`src/rtl/pipe_pkg.sv`:
```
// Shared definitions for the MIPS pipeline stage registers: payload widths,
// control-field bit positions and the skid-buffer state encoding.
package pipe_pkg;

    localparam int CTRL_W = 7;
    localparam int DATA_W = 69;

    localparam int CTRL_MEMWRITE = 6;
    localparam int CTRL_MEMREAD  = 5;
    localparam int CTRL_MEMTOREG = 4;
    localparam int CTRL_REGWRITE = 3;
    localparam int CTRL_ZERO     = 2;
    localparam int CTRL_BRANCH_H = 1;
    localparam int CTRL_BRANCH_L = 0;

    // The encoding doubles as the entry count, so occupancy is the state itself.
    typedef enum logic [1:0] {
        EMPTY = 2'd0,
        ONE   = 2'd1,
        FULL  = 2'd2
    } skid_state_e;

endpackage

```
`src/rtl/skid_reg2.sv`:
```
// Generic 2-entry skid buffer: main register drives the output, skid register
// catches the one beat in flight when the consumer stalls. Low CLR_W bits are
// the control field, zeroed on reset/flush.
module skid_reg2
    import pipe_pkg::*;
#(
    parameter int W     = 8,
    parameter int CLR_W = 1
) (
    input  logic         clk,
    input  logic         reset,
    input  logic         flush,
    input  logic         in_valid,
    output logic         in_ready,
    input  logic [W-1:0] in_data,
    output logic         out_valid,
    input  logic         out_ready,
    output logic [W-1:0] out_data,
    output logic [1:0]   occupancy
);

    localparam logic [W-1:0] KEEP_MASK = {{(W - CLR_W){1'b1}}, {CLR_W{1'b0}}};

    skid_state_e  state_q, state_d;
    logic [W-1:0] main_q, skid_q;
    logic         accept, take;
    logic         main_load, main_from_skid, skid_load;

    assign accept = in_valid & in_ready;
    assign take   = out_valid & out_ready;

    // NOTE: sequential state uses non-blocking assignments so every register
    // samples pre-edge values regardless of process evaluation order.
    always_ff @(posedge clk) begin
        if (reset) state_q <= EMPTY;
        else       state_q <= state_d;
    end

    // NOTE: the default assignment first keeps this block free of latches.
    always_comb begin
        state_d = state_q;
        if (flush) begin
            state_d = EMPTY;
        end else begin
            unique case (state_q)
                EMPTY:   if (accept) state_d = ONE;
                ONE:     if (accept && !take) state_d = FULL;
                         else if (!accept && take) state_d = EMPTY;
                FULL:    if (take) state_d = ONE;
                default: state_d = EMPTY;
            endcase
        end
    end

    always_comb begin
        in_ready       = (state_q != FULL);
        out_valid      = (state_q != EMPTY);
        occupancy      = state_q;
        main_from_skid = (state_q == FULL);
        main_load      = 1'b0;
        skid_load      = 1'b0;
        unique case (state_q)
            EMPTY:   main_load = accept;
            ONE: begin
                main_load = accept & take;
                skid_load = accept & ~take;
            end
            FULL:    main_load = take;
            default: ;
        endcase
    end

    // NOTE: only the control field is cleared; the data field carries no
    // meaning without out_valid, so it is left unreset.
    always_ff @(posedge clk) begin
        if (reset || flush) begin
            main_q <= main_q & KEEP_MASK;
            skid_q <= skid_q & KEEP_MASK;
        end else begin
            if (main_load) main_q <= main_from_skid ? skid_q : in_data;
            if (skid_load) skid_q <= in_data;
        end
    end

    assign out_data = main_q;

endmodule

```
`src/rtl/exe_mem_stage.sv`:
```
// EX->MEM pipeline stage: control and data payloads through a 2-entry skid
// buffer, with bubble zeroing of the control field and flush on branch resolution.
module exe_mem_stage #(
    parameter int CTRL_W = pipe_pkg::CTRL_W,
    parameter int DATA_W = pipe_pkg::DATA_W
) (
    input  logic              clk,
    input  logic              reset,
    input  logic              in_valid,
    output logic              in_ready,
    input  logic [CTRL_W-1:0] in_ctrl,
    input  logic [DATA_W-1:0] in_data,
    input  logic              flush,
    output logic              out_valid,
    input  logic              out_ready,
    output logic [CTRL_W-1:0] out_ctrl,
    output logic [DATA_W-1:0] out_data,
    output logic [1:0]        occupancy
);

    import pipe_pkg::*;

    localparam int W = CTRL_W + DATA_W;

    logic [W-1:0] in_pl, out_pl;

    assign in_pl = {in_data, in_ctrl};

    skid_reg2 #(
        .W     (W),
        .CLR_W (CTRL_W)
    ) u_skid (
        .clk       (clk),
        .reset     (reset),
        .flush     (flush),
        .in_valid  (in_valid),
        .in_ready  (in_ready),
        .in_data   (in_pl),
        .out_valid (out_valid),
        .out_ready (out_ready),
        .out_data  (out_pl),
        .occupancy (occupancy)
    );

    // A bubble must never present a stray RegWrite/MemWrite to MEM.
    assign out_ctrl = out_valid ? out_pl[CTRL_W-1:0] : '0;
    assign out_data = out_pl[W-1:CTRL_W];

endmodule
```
`config.mk`:
```
export PLATFORM = sky130hd
export DESIGN_NAME = exe_mem_stage
export DESIGN_NICKNAME = d
export VERILOG_FILES = /design/src/rtl/pipe_pkg.sv /design/src/rtl/skid_reg2.sv /design/src/rtl/exe_mem_stage.sv
export SDC_FILE = /design/constraint.sdc
export NUM_CORES = 1
export LEC_CHECK = 0
export CAP_MARGIN = 20
export CORE_MARGIN = 3
export CORE_UTILIZATION = 49
export DETAILED_ROUTE_END_ITERATION = 16
export PLACE_DENSITY = 0.8
export RECOVER_POWER = 100
export SYNTH_ARGS = -nofsm -noshare
export SYNTH_HDL_FRONTEND = slang
export SYNTH_SLANG_ARGS = --single-unit
```
`constraint.sdc`:
```
create_clock -name clk -period 6.7 [get_ports clk]
set_input_delay 1.34 -clock clk [delete_from_list [all_inputs] [get_ports clk]]
set_output_delay 1.34 -clock clk [all_outputs]
set_load 0.02 [all_outputs]
```
==> results of run 1 <==
## how the worst min path moves through the flow
stage,endpoint,slack [ps],cells after the start,from
detailed placement,u_skid.skid_q[3]$_SDFFE_PP0P_,490,2,u_skid.skid_q[3]$_SDFFE_PP0P_
floorplan,u_skid.skid_q[0]$_SDFFE_PP0P_,460,2,u_skid.skid_q[0]$_SDFFE_PP0P_
global route,u_skid.skid_q[2]$_SDFFE_PP0P_,550,2,u_skid.skid_q[2]$_SDFFE_PP0P_
global placement,u_skid.skid_q[0]$_SDFFE_PP0P_,480,2,u_skid.skid_q[0]$_SDFFE_PP0P_
finish,u_skid.skid_q[5]$_SDFFE_PP0P_,500,2,u_skid.skid_q[5]$_SDFFE_PP0P_
CTS,u_skid.skid_q[3]$_SDFFE_PP0P_,500,2,u_skid.skid_q[3]$_SDFFE_PP0P_
## power by group through the flow
stage | combinational, mW | sequential, mW | clock, mW
floorplan | 0.0758 | 1.09 | 0
global placement | 0.147 | 1.09 | 0
detailed placement | 0.150 | 1.09 | 0
CTS | 0.152 | 1.07 | 0.959
global route | 0.147 | 1.07 | 1.00
finish | 0.137 | 1.07 | 0.942
## cell families (layout without fill, tap and decap cells)
logic type / count (synthesis) / after routing
and+or+nand+nor: 25 / 25
buffers and inverters: 85 / 200
DFF: 154 / 154
AOI/OAI and AO/OA: 17 / 17
muxes: 85 / 85
adders and majority gates: 2 / 2
## area by class of cell
type                            instances  area (sq um)  area share (%)
Clock inverter                         12         138.9           1.694
Timing Repair Buffer                  165          1679           20.48
Tap cell                              168         210.2           2.564
Clock buffer                           20         456.7           5.570
Sequential cell                       154          4464           54.45
Multi-Input combinational cell        129          1239           15.11
Inverter                                3         11.26          0.1373
## cells in the final DEF, fill, tap and decap left out, types with 2 or more instances in the layout
master	synthesis	final
dfxtp_1	16	16
inv_6	0	4
edfxtp_1	138	138
ha_1	2	2
bufinv_16	0	2
clkinvlp_4	0	3
mux2i_1	14	14
clkbuf_16	0	17
mux2_2	63	61
nor2b_1	9	8
clkinv_4	0	2
buf_4	75	3
buf_16	0	2
clkdlybuf4s50_1	0	11
a211oi_1	14	14
dlygate4sd3_1	0	149
mux2_1	0	10
inv_1	2	2
clkbuf_8	0	2
clkinv_1	1	2
nor2_1	11	10
## routing by layer
metal  routed length [microns]  share of wire, %  up-vias  track usage, %
li1                          -                 -     1506               -
met1                      5091                44     1559           21.33
met2                      5690                49      135           27.26
met3                       762               6.5       17           5.938
met4                       116              0.99        2           5.154
met5                        13              0.11        -               0
## critical path: stages (launching register included)
cell      delay [ps]
dfxtp_1          440
nand2b_1        1290
buf_16           330
and2_0           220
ha_1             170
mux2_1           280
a21o_1           300
nor2b_4          580
buf_16           240
buf_4            400
## metrics by stage
| stage | total power [mW] | instance area [sq um] |
|---|---|---|
| global placement | 1.241 | 7586 |
| finish | 2.152 | 8199 |
| global route | 2.223 | 8199 |
| detailed placement | 1.245 | 7586 |
| floorplan | 1.170 | 6354 |
| CTS | 2.185 | 8182 |
## state kept, by name (all words and copies together), names as in the netlist
register,cells
u_skid.skid_q,76
u_skid.occupancy,2
u_skid.out_data,76
==> results.sh, run 1 <==
export IMPL_required_ps=6760
export IMPL_htree_levels=4
export IMPL_synthMuxAreaShare_pct=15.26
export IMPL_maxCapViolCount=1
export IMPL_track_usage_pct=16.80
export IMPL_hold_buffers=0
export IMPL_final_antenna_net_count=0
export IMPL_crit_fanout=47
export IMPL_rrSetupSlack_ps=2060
export IMPL_synthArstFlopShare_pct=0
export IMPL_synth_seq_cells=154
export IMPL_dpl_hpwl_microns=8064
export IMPL_fin_crit_sh_pct=69.25
export IMPL_final_max_slew_viol_count=33
export IMPL_synth_area_leaders="edfxtp_1, mux2_2, buf_4"
export IMPL_setup_violations=0
export IMPL_crit_start="u_skid.occupancy[0]$_SDFFE_PP0P_"
export IMPL_pwr_share_seq_pct=49.9
export IMPL_synth_area_sq_um=6354
export IMPL_core_area_sq_um=12360
export IMPL_rows=40
export IMPL_routed_wl_microns=11670
export IMPL_grt_pass1_vias=3329
export IMPL_setup_tns_ps=0
export IMPL_endpoint="u_skid.out_data[46]$_DFFE_PP_"
export IMPL_io_buffers=160
export IMPL_cellLeakagePower_nw=2.932
export IMPL_insertion_delay_ps=400
export IMPL_final_nets=553
export IMPL_rsz0062_at_grt="false"
export IMPL_power_internal_mw=1.715
export IMPL_r2r_end="u_skid.out_data[46]$_DFFE_PP_"
export IMPL_clkSinkCount=154
export IMPL_netSwitchingFraction_pct=20.31
export IMPL_drtIter0Drc=196
export IMPL_hold_viol_final=0
export IMPL_nFillCells=838
export IMPL_skew_ps=7.218
export IMPL_holdWs_ps=502.9
export IMPL_clk_path_buf_depth=2
export IMPL_root_buffer="clkbuf_16"
export IMPL_die_h_microns=119.9
export IMPL_vias=3219
export IMPL_violations="max-capacitance violations, max-slew violations"
export IMPL_max_clock_freq_mhz=215.5
export IMPL_arrival_ps=4700
export IMPL_synth_edff_count=138
export IMPL_diodes=0
export IMPL_clk_pin_slew_ps=60
export IMPL_vias_per_cell=4.945
export IMPL_place_gp_congestion=0.8474
export IMPL_critPathKind="reg -> reg"
export IMPL_finalWorstSetupSlack_ps=2060
export IMPL_syn_inst=368
export IMPL_r2r_worst_path_cells=9
export IMPL_p_sw_mw=0.4370
export IMPL_synth_seq_area_share_pct=70.26
export IMPL_drt_first_pass_iters=4
export IMPL_drc=0
export IMPL_yosysMostFrequentCell="edfxtp_1"
export IMPL_dieArea_sq_um=14370
export IMPL_cts_tree="built"
export IMPL_cts_resized=0
export IMPL_pre_cts_slack_ps=2123
export IMPL_synth_top_area_share_pct=65.22
export IMPL_worst_slew_pin_slew_ps=1687
export IMPL_antenna_found_initial=1
export IMPL_synth_xor_area_share_pct=0
export IMPL_vdd_drop_max_mv=0.1338
export IMPL_yosysUniqueCellTypes=24
export IMPL_yosys_top_cells_count="edfxtp_1, buf_4, mux2_2"
export IMPL_cts_made_buffers=17
export IMPL_period_needed_ps=4640
export IMPL_synthAdderAreaFrac_pct=0.3939
export IMPL_power_frac_clock_pct=43.8
export IMPL_yosys_warnings=0
export IMPL_syn_nets=451
export IMPL_status="finished with violations"
export IMPL_routedWlPerCell_microns=17.93
export IMPL_grt_overflow=0
export IMPL_power_frac_comb_pct=6.4
export IMPL_syn_to_final_growth_pct=29.05
export IMPL_synth_top_family_by_area="multiplexers"
export IMPL_instances_no_fill=651
export IMPL_yosys_area_share_simple_pct=2.087
export IMPL_grt_pass1_wl_microns=18420
export IMPL_cts_setup_buffers=0
export IMPL_placedCellCount=617
export IMPL_drive_gt1_share_pct=20.50
export IMPL_r2r_start="u_skid.occupancy[0]$_SDFFE_PP0P_"
export IMPL_synth_compound_area_share_pct=1.989
export IMPL_hold_path_class="reg -> reg"
export IMPL_start_util_pct=51.40
export IMPL_yosysTopAreaCell="edfxtp_1"
export IMPL_synth_avg_cell_area_sq_um=17.27
export IMPL_p_per_area_nw_per_um2=262.5
export IMPL_synthFlopType="edfxtp_1"
export IMPL_slew_headroom_pct=-12.48
export IMPL_io_pins=161
export IMPL_chipWidth_microns=119.9
export IMPL_end_kind="flop"
export IMPL_grt_max_degree=80
export IMPL_start_kind="flop"
export IMPL_final_util_pct=66.33
(Power assumes the default switching activity.)
==> inputs of run 2 (changes only) <==
Clock period 6.7 ns to 4.5 ns, I/O delays scaled along.
==> run 2 against run 1 <==
Critical path depth decreased by 2. The flow still finishes with violations (max-capacitance violations, max-slew violations). Core utilization increased by 0.11 points. Via count increased by 0.78%. Wire length decreased by 0.66%. Clock power increased by 63%. Largest power group unchanged. Largest cell class unchanged.
==> results.sh, run 2 (synthesis results as in run 1) <==
export IMPL_status="finished with violations"
export IMPL_violations="max-capacitance violations, max-slew violations"
export IMPL_skew_ps=13.11
export IMPL_vdd_drop_max_mv=0.1848
export IMPL_start_util_pct=51.40
export IMPL_antenna_found_initial=2
export IMPL_required_ps=4570
export IMPL_final_antenna_net_count=0
export IMPL_netSwitchingFraction_pct=19.50
export IMPL_p_per_area_nw_per_um2=406.6
export IMPL_drive_gt1_share_pct=20.37
export IMPL_setup_tns_ps=0
export IMPL_fin_area_sq_um=8213
export IMPL_die_h_microns=119.9
export IMPL_cellLeakagePower_nw=2.951
export IMPL_setup_violations=0
export IMPL_root_buffer="clkbuf_16"
export IMPL_p_sw_mw=0.6511
export IMPL_routed_wl_microns=11600
export IMPL_dpl_hpwl_microns=7669
export IMPL_placed_area_sq_um=7611
export IMPL_grt_overflow=0
export IMPL_period_needed_ps=3434
export IMPL_worst_slew_pin_slew_ps=2071
export IMPL_clk_pin_slew_ps=60
export IMPL_insertion_delay_ps=410
export IMPL_layout_commonest_cell="dlygate4sd3_1"
export IMPL_clk_path_buf_depth=2
export IMPL_drtIter0Drc=220
export IMPL_cts_made_buffers=17
export IMPL_critPathKind="in -> reg"
export IMPL_routedWlPerCell_microns=17.81
export IMPL_htree_levels=4
export IMPL_end_kind="flop"
export IMPL_vias=3244
export IMPL_final_nets=551
export IMPL_io_pins=161
export IMPL_arrival_ps=3510
export IMPL_hold_path_class="reg -> reg"
export IMPL_drt_first_pass_iters=4
export IMPL_core_area_sq_um=12360
export IMPL_layout_common_cells="dlygate4sd3_1, edfxtp_1, mux2_2"
export IMPL_crit_fanout=61
export IMPL_hold_buffers=0
export IMPL_dieArea_sq_um=14370
export IMPL_rows=40
export IMPL_drc=0
export IMPL_cts_tree="built"
export IMPL_max_clock_freq_mhz=291.2
export IMPL_place_gp_congestion=0.8232
export IMPL_power_frac_clock_pct=46.1
export IMPL_slew_headroom_pct=-38.05
export IMPL_grt_pass1_wl_microns=18230
export IMPL_fin_crit_sh_pct=76.32
export IMPL_grt_pass1_vias=3378
export IMPL_power_internal_mw=2.688
export IMPL_grt_max_degree=78
export IMPL_syn_to_final_growth_pct=29.26
export IMPL_track_usage_pct=16.49
export IMPL_cts_resized=0
export IMPL_io_buffers=160
export IMPL_chipWidth_microns=119.9
export IMPL_vias_per_cell=4.983
export IMPL_hold_viol_final=0
export IMPL_cts_setup_buffers=0
export IMPL_power_frac_comb_pct=6.0
export IMPL_maxCapViolCount=1
export IMPL_clkSinkCount=154
export IMPL_pwr_share_seq_pct=47.8
export IMPL_final_max_slew_viol_count=78
export IMPL_start_kind="input port"
export IMPL_rsz0062_at_grt="false"
==> run 2: cell types whose count changed in the layout (fill, tap and decap cells not counted), moves of 2 or more <==
cell and change:
mux2_4 +2, mux2_2 +2, mux2_1 -4, bufinv_16 +3, diode_2 +2, clkbuf_8 -2
clkinvlp_4 -3, buf_4 -3, buf_12 +2, buf_16 -2
==> run 2: per-stage QoR <==
| step | power, mW | worst slack (ps) | hold WS (ps) | std cells | util [%] |
|---|---|---|---|---|---|
| 2_1_floorplan | 1.740 | 412.0 | 462.7 | 368 | - |
| 3_3_place_gp | 1.847 | 1214 | 477.5 | 617 | 61.57 |
| 3_5_place_dp | 1.853 | 1109 | 493.5 | 617 | 61.57 |
| 4_1_cts | 3.402 | 1554 | 509.5 | 649 | 66.78 |
| 5_1_grt | 3.453 | 903.3 | 527.3 | 650 | 66.42 |
| 6_report | 3.339 | 1066 | 501.7 | 651 | 66.44 |
==> run 2: final timing paths <==
path / start / end / slack [ps] / depth (start not counted)
max: out_ready / u_skid.skid_q[18]$_DFFE_PP_ / 1070 / 7
min: u_skid.skid_q[0]$_SDFFE_PP0P_ / u_skid.skid_q[0]$_SDFFE_PP0P_ / 500 / 2
max reg2reg: u_skid.occupancy[0]$_SDFFE_PP0P_ / u_skid.skid_q[18]$_DFFE_PP_ / 1370 / 7
min reg2reg: u_skid.skid_q[0]$_SDFFE_PP0P_ / u_skid.skid_q[0]$_SDFFE_PP0P_ / 500 / 2
==> run 2: power groups by stage <==
stage	Sequential [mW]	Combinational [mW]	Clock, mW
6_report	1.60	0.201	1.54
5_1_grt	1.60	0.216	1.64
4_1_cts	1.60	0.226	1.58
3_5_place_dp	1.63	0.224	0
3_3_place_gp	1.63	0.219	0
2_1_floorplan	1.63	0.113	0
==> run 2: area by class of cell <==
cell class	count	area (sq um)
sequential	154	4464
fill	869	4149
timing repair buffer	163	1647
multi-input combinational	129	1231
clock buffer	18	429.2
clock inverter	14	215.2
tap	168	210.2
inverter	3	11.26
antenna	2	5.005
==> run 2: worst max-delay path, cell delays in order <==
cell and delay [ps]:
dlygate4sd3_1 570, nor2b_1 160, inv_1 80, ha_1 140
nand3b_1 410, nor2_1 830, buf_12 380
==> run 2: metal layers <==
metal	up-vias	global-route usage, %	part of all wire [%]
li1	1518	-	-
met2	130	25.88	48
met1	1581	20.62	43
met3	13	7.116	8.7
met4	2	5.583	0.95
met5	-	0	0.11
==> inputs of run 3 (changes only) <==
Clock period 4.5 ns to 3.53 ns, I/O delays scaled along.
==> run 3 against run 2 <==
The run now ends clean. Critical path type unchanged. Largest power group unchanged. Sequential share of layout area rose by 0.091 points. Global-route usage rose by 0.48 points. Core utilization fell by 0.11 points. Wire length barely moved. First-iteration DRC count rose by 13%. Setup slack got worse by 340 ps. Hold slack improved by 2.1 ps. Register-to-register slack got worse by 460 ps.
==> results.sh, run 3 (synthesis results as in run 1) <==
export IMPL_nFillCells=855
export IMPL_layout_common_cells="dlygate4sd3_1, edfxtp_1, mux2_2"
export IMPL_vias_per_cell=4.965
export IMPL_min_to="u_skid.skid_q[2]$_SDFFE_PP0P_"
export IMPL_hold_path_class="reg -> reg"
export IMPL_track_usage_pct=16.97
export IMPL_end_kind="flop"
export IMPL_fin_crit_sh_pct=79.58
export IMPL_final_util_pct=66.33
export IMPL_worstHoldStart="u_skid.skid_q[2]$_SDFFE_PP0P_"
export IMPL_routed_wl_microns=11600
export IMPL_htree_levels=4
export IMPL_root_buffer="clkbuf_16"
export IMPL_required_ps=3600
export IMPL_clk_pin_slew_ps=60
export IMPL_drtIter0Drc=249
export IMPL_clkSinkCount=154
export IMPL_grt_pass1_vias=3409
export IMPL_place_gp_congestion=0.8232
export IMPL_whs_path_depth=2
export IMPL_maxCapViolCount=0
export IMPL_worst_slew_pin_slew_ps=1091
export IMPL_io_buffers=160
export IMPL_grt_max_degree=78
export IMPL_chipWidth_microns=119.9
export IMPL_r2r_end="u_skid.out_data[75]$_DFFE_PP_"
export IMPL_io_pins=161
export IMPL_cts_tree="built"
export IMPL_clk_path_buf_depth=2
export IMPL_crit_fanout=69
export IMPL_cts_made_buffers=17
export IMPL_drc=0
export IMPL_critPathKind="in -> reg"
export IMPL_rrSetupSlack_ps=910
export IMPL_grt_overflow=0
export IMPL_vias=3232
export IMPL_final_max_slew_viol_count=0
export IMPL_layout_commonest_cell="dlygate4sd3_1"
export IMPL_dpl_hpwl_microns=7726
export IMPL_hold_buffers=0
export IMPL_hold_viol_final=0
export IMPL_vdd_drop_max_mv=0.3327
export IMPL_period_needed_ps=2809
export IMPL_r2r_start="u_skid.occupancy[0]$_SDFFE_PP0P_"
export IMPL_p_per_area_nw_per_um2=513.3
export IMPL_dieArea_sq_um=14370
export IMPL_slew_headroom_pct=27.26
export IMPL_placedCellCount=619
export IMPL_drive_gt1_share_pct=20.33
export IMPL_status="complete, no violations"
export IMPL_rows=40
export IMPL_start_kind="input port"
export IMPL_final_antenna_net_count=0
export IMPL_grt_pass1_wl_microns=18510
export IMPL_cts_setup_buffers=0
export IMPL_syn_to_final_growth_pct=29.05
export IMPL_start_util_pct=51.40
export IMPL_max_clock_freq_mhz=356.0
export IMPL_drt_first_pass_iters=4
export IMPL_core_area_sq_um=12360
export IMPL_routedWlPerCell_microns=17.81
export IMPL_arrival_ps=2880
export IMPL_setup_violations=0
export IMPL_cellLeakagePower_nw=2.940
export IMPL_insertion_delay_ps=410
export IMPL_final_nets=553
export IMPL_instances_no_fill=651
export IMPL_rsz0062_at_grt="false"
export IMPL_r2r_worst_path_cells=7
export IMPL_setup_tns_ps=0
export IMPL_antenna_found_initial=2
export IMPL_skew_ps=3.486
export IMPL_die_h_microns=119.9
export IMPL_cts_resized=0
==> run 3: worst max-delay path, cell delays in order <==
cell           delay [ps]
dlygate4sd3_1         580
nor2b_1               180
ha_1                  160
mux2_1                280
a21o_1                300
nor2b_1               260
buf_12                340
==> run 3: worst max path at each step <==
stage,cells after the start,start,end
finish,7,out_ready,u_skid.out_data[75]$_DFFE_PP_
global placement,7,out_ready,u_skid.out_data[32]$_DFFE_PP_
floorplan,9,u_skid.occupancy[0]$_SDFFE_PP0P_,u_skid.out_data[10]$_DFFE_PP_
global route,7,out_ready,u_skid.out_data[15]$_DFFE_PP_
detailed placement,7,out_ready,u_skid.out_data[24]$_DFFE_PP_
CTS,3,u_skid.occupancy[0]$_SDFFE_PP0P_,out_ctrl[0]
==> run 3: power breakdown <==
part / internal, mW / switching [mW] / total (mW)
Clock: 1.24 / 0.669 / 1.91
Sequential: 2.03 / 0.0112 / 2.04
Combinational: 0.140 / 0.117 / 0.257
Total: 3.41 / 0.797 / 4.21
==> run 3: layout make-up <==
class	count	area, sq um	area share [%]
Timing Repair Buffer	165	1643	20.04
Multi-Input combinational cell	129	1239	15.11
Antenna cell	1	2.502	0.03052
Inverter	3	11.26	0.1373
Tap cell	168	210.2	2.564
Sequential cell	154	4464	54.45
Clock inverter	13	200.2	2.442
Clock buffer	18	429.2	5.234
==> run 3: through the flow <==
stage	worst slack, ps	area (sq um)	hold slack (ps)	total power [mW]
global placement	652.0	7614	475.5	2.354
finish	720.8	8199	503.8	4.208
floorplan	198.8	6369	462.7	2.219
global route	555.7	8199	543.6	4.356
detailed placement	585.9	7614	492.2	2.363
CTS	864.8	8243	509.1	4.280
==> run 3: routing by layer <==
metal / global-route usage (%) / part of all wire [%] / up-vias
met5: 0 / 0.11 / -
met4: 7.087 / 1.5 / 2
met3: 5.796 / 7.1 / 17
met2: 27.37 / 49 / 143
met1: 21.00 / 42 / 1567
li1: - / - / 1503
